[src/rtl/fifo_sync_param.sv]
// fifo_sync_param: single-clock FIFO with wrap-bit pointers, registered status, sticky errors
// Read data is registered; status flags are computed from next-state values and registered.
module fifo_sync_param #(
    parameter int WIDTH    = 8,
    parameter int DEPTH    = 8,
    parameter int AF_LEVEL = 6,
    parameter int AE_LEVEL = 2
) (
    input  logic                       i_clk,
    input  logic                       i_rst_n,
    input  logic                       i_clear,
    input  logic                       i_wen,
    input  logic [WIDTH-1:0]           i_wdata,
    input  logic                       i_ren,
    output logic [WIDTH-1:0]           o_rdata,
    output logic                       o_rvalid,
    output logic                       o_full,
    output logic                       o_empty,
    output logic                       o_almost_full,
    output logic                       o_almost_empty,
    output logic [$clog2(DEPTH):0]     o_count,
    output logic                       o_overflow,
    output logic                       o_underflow
);
    localparam int AW = $clog2(DEPTH);
    localparam logic [AW:0] AF = (AW+1)'(AF_LEVEL);
    localparam logic [AW:0] AE = (AW+1)'(AE_LEVEL);
    logic [WIDTH-1:0] r_mem [DEPTH];
    logic [AW:0]      r_wr_ptr, r_rd_ptr, r_count;
    logic [AW:0]      w_wr_ptr_nxt, w_rd_ptr_nxt, w_count_nxt;
    logic             w_wr_acc, w_rd_acc;
    assign w_wr_acc = i_wen & ~o_full & ~i_clear;
    assign w_rd_acc = i_ren & ~o_empty & ~i_clear;
    always_comb begin
        w_wr_ptr_nxt = i_clear ? '0 : r_wr_ptr + (AW+1)'(w_wr_acc);
        w_rd_ptr_nxt = i_clear ? '0 : r_rd_ptr + (AW+1)'(w_rd_acc);
        w_count_nxt  = i_clear ? '0 : r_count + (AW+1)'(w_wr_acc) - (AW+1)'(w_rd_acc);
    end
    // storage is deliberately left out of reset
    always_ff @(posedge i_clk) begin
        if (w_wr_acc) r_mem[r_wr_ptr[AW-1:0]] <= i_wdata;
    end
    always_ff @(posedge i_clk or negedge i_rst_n) begin
        if (!i_rst_n) begin
            r_wr_ptr       <= '0;
            r_rd_ptr       <= '0;
            r_count        <= '0;
            o_rdata        <= '0;
            o_rvalid       <= 1'b0;
            o_full         <= 1'b0;
            o_empty        <= 1'b1;
            o_almost_full  <= 1'b0;
            o_almost_empty <= 1'b1;
            o_overflow     <= 1'b0;
            o_underflow    <= 1'b0;
        end else begin
            r_wr_ptr       <= w_wr_ptr_nxt;
            r_rd_ptr       <= w_rd_ptr_nxt;
            r_count        <= w_count_nxt;
            if (w_rd_acc) o_rdata <= r_mem[r_rd_ptr[AW-1:0]];
            o_rvalid       <= w_rd_acc;
            o_empty        <= w_wr_ptr_nxt == w_rd_ptr_nxt;
            o_full         <= (w_wr_ptr_nxt[AW-1:0] == w_rd_ptr_nxt[AW-1:0]) &&
                              (w_wr_ptr_nxt[AW] != w_rd_ptr_nxt[AW]);
            o_almost_full  <= w_count_nxt >= AF;
            o_almost_empty <= w_count_nxt <= AE;
            o_overflow     <= ~i_clear & (o_overflow | (i_wen & o_full));
            o_underflow    <= ~i_clear & (o_underflow | (i_ren & o_empty));
        end
    end
    assign o_count = r_count;
endmodule

[config.mk]
export PLATFORM = sky130hd
export DESIGN_NAME = fifo_sync_param
export DESIGN_NICKNAME = d
export VERILOG_FILES = /design/src/rtl/fifo_sync_param.sv
export SDC_FILE = /design/constraint.sdc
export NUM_CORES = 1
export LEC_CHECK = 0
export BUFFER_PORTS_ARGS = -buffer_cell sky130_fd_sc_hd__buf_4
export CAP_MARGIN = 20
export CORE_MARGIN = 5
export CORE_UTILIZATION = 59
export DETAILED_ROUTE_END_ITERATION = 8
export PLACE_DENSITY_LB_ADDON = 0.25
export SETUP_SLACK_MARGIN = 0.4
export SYNTH_ARGS = -nofsm -noshare
export SYNTH_HDL_FRONTEND = slang
export SYNTH_SLANG_ARGS = --single-unit
[constraint.sdc]
create_clock -name i_clk -period 2.3 [get_ports i_clk]
set_input_delay 0.46 -clock i_clk [delete_from_list [all_inputs] [get_ports i_clk]]
set_output_delay 0.46 -clock i_clk [all_outputs]
set_load 0.005 [all_outputs]
### After elaboration in Yosys (flattened, before gate mapping)

Memories as Yosys holds them, arrays and structs flattened. A register that Yosys moved wholly into a read port is not among the register bits.
Cells that the tools add are included.

| operators by class | value |
|---|---|
| add/subtract/negate cells | 4 |
| magnitude comparators | 2 |
| equal/unequal tests | 3 |
| muxes and demuxes | 5 |
| bitwise gates (word level) | 13 |
| reduce and logical (&&, ||, !) cells | 2 |

Operators by type and width:

| kind | count |
|---|---|
| $add 4x1->4 | 3 |
| $mux 4 | 3 |
| $and 1x1->1 | 8 |
| $eq 4x4->1 | 1 |
| $ge 4x3->1 const B | 1 |
| $le 4x2->1 const B | 1 |
| $sub 4x1->4 | 1 |
| $eq 3x3->1 | 1 |
| $not 1->1 | 3 |
| $mux 1 | 2 |
| $or 1x1->1 | 2 |
| $logic_and 1x1->1 | 1 |
| $logic_not 1->1 | 1 |
| $ne 1x1->1 | 1 |

| word-level totals | value |
|---|---|
| bits in registers | 19 |
| bits in writable memories | 64 |
| bits of input ports | 13 |
| output and inout port bits | 19 |
| word-level logic and storage cells | 40 |
| memories | 1 |

Memory list:

| memory | words | bits a word | read ports | clocked after memory_dff | write ports | RTL line | source |
|---|---|---|---|---|---|---|---|
| r_mem | 8 | 8 | 1 | 1 | 1 | 28 | `logic [WIDTH-1:0] r_mem [DEPTH];` |

### Logic depth before layout (Yosys ltp)

| logic depth | value |
|---|---|
| depth in word-level cells | 7 |
| depth in mapped cells | 10 |
| mapped depth without buffers | 9 |

### Worst setup path after synthesis

No wires, ideal clock.

| timing path | value |
|---|---|
| path kind | input to register |
| start | input port i_ren |
| end | register o_almost_full |
| library setup time | 136 ps |
| arrival | 1982 ps |
| data required time | 2164 ps |
| setup slack | 181 ps |
| stages | 10 |
| buffers on the path | 1 |
| path through | nand2b_1 -> or2_2 -> buf_2 -> clkinv_2 -> nand2_1 -> ha_1 -> a21o_1 -> a21oi_1 -> xnor2_1 -> a21oi_1 |

| on the way | value |
|---|---|
| cells in the longest elaborated chain, start to end | 5 |

RTL lines:

| item | RTL line | source |
|---|---|---|
| from (decl) | 14 | `input logic i_ren,` |
| $and 1x1->1 (2 in a row) | 33 | `assign w_rd_acc = i_ren & ~o_empty & ~i_clear;` |
| $sub 4x1->4 | 37 | `w_count_nxt = i_clear ? '0 : r_count + (AW+1)'(w_wr_acc) - (AW+1)'(w_rd_acc);` |
| $mux 4 | 37 |  |
| $ge 4x3->1 | 65 | `o_almost_full <= w_count_nxt >= AF;` |
| to (signal assigned) | 52 | `o_almost_full <= 1'b0;` |
| to (signal assigned) | 65 |  |
| to (decl) | 19 | `output logic o_almost_full,` |

No other way between the ends.

### Worst setup path after layout

| timing path | value |
|---|---|
| start | register o_empty |
| end | register o_almost_empty |

| on the way | value |
|---|---|
| cells in the longest elaborated chain, start to end | 6 |

RTL lines:

| item | RTL line | source |
|---|---|---|
| from (decl) | 18 | `output logic o_empty,` |
| from (signal assigned) | 62 | `o_empty <= w_wr_ptr_nxt == w_rd_ptr_nxt;` |
| $not 1->1 | 33 |  |
| $and 1x1->1 (2 in a row) | 33 |  |
| $sub 4x1->4 | 37 |  |
| $mux 4 | 37 |  |
| $le 4x2->1 | 66 | `o_almost_empty <= w_count_nxt <= AE;` |
| to (signal assigned) | 53 | `o_almost_empty <= 1'b1;` |
| to (signal assigned) | 66 |  |
| to (decl) | 20 | `output logic o_almost_empty,` |

No other way between the ends.

==> flow_summary.json <==
{
  "clock_sinks": 91,
  "max_freq_ghz": 0.531,
  "critPathMaxStageDelay_ns": 0.56,
  "area_growth_pct": 20.2,
  "clk_latency_ns": 0.35,
  "grt_pass1_vias": 2081,
  "hold_class": "in -> reg",
  "antenna_found_initial": 0,
  "initial_core_util_pct": 59.6,
  "root_buffer": "clkbuf_8",
  "post-route-min-period_ns": 1.88,
  "syn_inst": 249,
  "h-tree-depth": 3,
  "layout-drive-gt1-share_pct": 28.8,
  "critPathRequiredTime_ns": 2.59,
  "die_y_um": 89.4,
  "drc": 0,
  "fin_setup_tns_ns": 0,
  "num_io_pins": 32,
  "numCtsBuffers": 9,
  "p_clk_share_pct": 31.4,
  "place_hpwl_mm": 4.47,
  "n_antenna_cell": 0,
  "worst_pin_slew_ns": 0.677,
  "grt_pass1_wl_mm": 10.4,
  "netlist_area_um2": 3720,
  "fin_skew_ns": 0.00455,
  "synth-edff-count": 64,
  "maxCapViolCount": 0,
  "grt_max_degree": 28,
  "ys_ff_latch": 91,
  "viasPerCell": 5.48,
  "ir_drop_v": 0.000592,
  "ys_seq_area_share_pct": 69.9,
  "cp_num_buf_inv": 0,
  "nFillCells": 402,
  "synth.avg_cell_area_um2": 14.9,
  "totalPowerFinal_mw": 3.59,
  "synth_commonest_cells": "edfxtp_1 (64), mux2i_1 (32), dfrtp_1 (25)",
  "crit_chain": "nand2b_4 -> xnor2_2 -> nor2_1 -> ha_2 -> fa_2 -> a21oi_2 -> a21o_1",
  "vias": 2100,
  "post-route-period-util_pct": 81.9,
  "path_max_fanout": 3,
  "drt_iter0_markers": 115,
  "clk_pin_slew_worst_paths_ns": 0.08,
  "combPwrFrac_pct": 14.6,
  "yosys-mux-area-fraction_pct": 9.32,
  "crit_slowest_cell": "fa_2",
  "synth_ff_type": "edfxtp_1",
  "synth.largest_area_cell": "edfxtp_1",
  "switchingPower_uw": 824,
  "synth_top_area_share_pct": 51.7,
  "numPortBuffers": 31,
  "power_leakage_nw": 1.71,
  "relSlewSlack_pct": 54.7,
  "grt_use_total_pct": 18.6,
  "ant_nets": 0,
  "die-area_um2": 7990,
  "netSwitchingFraction_pct": 23.0,
  "yosys.area_share.simple_pct": 8.95,
  "ys_warn_count": 0,
  "synth_most_common_cell": "edfxtp_1",
  "placed_cells": 362,
  "hold_violations": 0,
  "reg2reg_depth": 7,
  "critPathKind": "reg -> reg",
  "hold_slack_ns": 0.294,
  "rsz0062_at_grt": "true",
  "cts_tree": "built",
  "die_w_um": 89.4,
  "p_int_mw": 2.77,
  "async_flop_share_pct": 29.7,
  "routed_wl_mm": 6.73,
  "worstPathArrival_ns": 2.17,
  "seq_power_share_pct": 54.0,
  "synth_adder_area_share_pct": 2.89,
  "crit_cells": 7,
  "synth_area_leaders": "edfxtp_1 (52%), dfrtp_1 (17%), mux2i_1 (8.6%), a22oi_1 (3.2%), ha_1 (2.4%)",
  "setup.worst_path.end_class": "flop",
  "synth_compound_area_share_pct": 4.64,
  "place_congestion": 0.756,
  "wl_per_cell_um": 17.6,
  "timing.final.max_slew_violations": 0,
  "outcome": "completed",
  "crit_path_start_kind": "flop",
  "nets": 322,
  "cts_buffer_depth": 2,
  "finalSetupViolCount": 0,
  "core.rowCount": 29,
  "core_um2": 6240,
  "synth_top_family_by_area": "multiplexers",
  "min_path_cells": 2,
  "stdcell_count": 383,
  "syn-num-nets": 270,
  "grt_overflow": 0,
  "yosys.area_share.xor_xnor_pct": 2.36,
  "crit_family": "adder cells",
  "first_pass_iters": 5,
  "powerDensity_nw_per_um2": 803,
  "yosysUniqueCellTypes": 33
}
## path summary, 6_finish.rpt
kind	slack (ns)	endpoint	start
max reg2reg	0.42	o_almost_empty$_DFF_PN1_	o_empty$_DFF_PN1_
min reg2reg	0.49	o_rdata[1]$_DFFE_PN0P_	o_rdata[1]$_DFFE_PN0P_
max	0.42	o_almost_empty$_DFF_PN1_	o_empty$_DFF_PN1_
min	0.29	o_overflow$_DFF_PN0_	i_clear
min in group asynchronous	0.55	o_rdata[3]$_DFFE_PN0P_	i_rst_n
max in group asynchronous	1.45	o_empty$_DFF_PN1_	i_rst_n
## metrics by stage
step           util (%)  worst slack [ns]  area (µm²)
6_report           71.6             0.416        4470
3_3_place_gp       66.8             0.212        4170
5_1_grt            71.6             0.324        4470
4_1_cts            71.3             0.400        4450
2_1_floorplan         -             0.370        3800
3_5_place_dp       66.8             0.221        4170
## flip-flops by register name, indices dropped and copies added (netlist names), 4 cells and up
signal and count:
o_count 4, o_rdata 8, r_mem 64, r_rd_ptr 4, r_wr_ptr 4
## repair_timing
action                     in CTS  in global routing
setup endpoints to repair       6                  7
buffers inserted                4                  0
pin swaps                       7                 10
hold endpoints to repair        2                  0
resized for setup               5                  4
hold buffers                    1                  0
## cell families after synthesis
group,count (synthesis)
flip-flops,91
XOR/XNOR,10
adder cells (fa/ha/maj),8
multiplexers,34
AND/OR/NAND/NOR,68
AO/OA/AOI/OAI,24
buffers and inverters,14
## cells in the final DEF, fill, tap and decap left out, types with 3 or more instances in the layout
cell,synthesis,layout
nand2_1,20,19
ha_1,7,4
dfrtp_1,25,25
buf_4,4,50
edfxtp_1,64,64
nor2b_1,10,10
a21oi_1,5,3
mux2i_1,32,32
clkbuf_8,0,9
nor2_1,17,17
inv_1,3,3
xnor2_2,0,3
nand3_1,9,9
a22oi_1,16,16
xnor2_1,7,4
## power groups by stage
stage	combinational, mW	sequential [mW]	clock, mW
floorplan	0.241	1.97	0
global placement	0.477	1.98	0
detailed placement	0.484	1.98	0
CTS	0.525	1.94	1.15
global route	0.583	1.95	1.23
finish	0.523	1.94	1.13
## metal layers
layer	vias up	routed length, µm	GRT usage, %
met5	-	0	0
met1	1035	2900	23.6
li1	1011	-	-
met3	9	278	3.41
met2	45	3430	30.7
met4	0	127	9.74
## worst reg2reg max path, delay by kind of cell, from the launching register on
| family | cells | cell delay [ns] |
|---|---|---|
| XOR/XNOR | 1 | 0.11 |
| flip-flops | 1 | 0.53 |
| AO/OA/AOI/OAI | 2 | 0.21 |
| AND/OR/NAND/NOR | 2 | 0.20 |
| adder cells (fa/ha/maj) | 2 | 0.76 |
## cell type report
class                           count  area, µm²  area share [%]
Tap cell                           77       96.3            2.16
Inverter                            4       27.5           0.616
Timing Repair Buffer               51        385            8.62
Multi-Input combinational cell    144       1150            25.8
Clock buffer                       10        128            2.86
Sequential cell                    91       2600            58.2
Clock inverter                      6       81.3            1.82
Power figures use the tool's default switching activity.
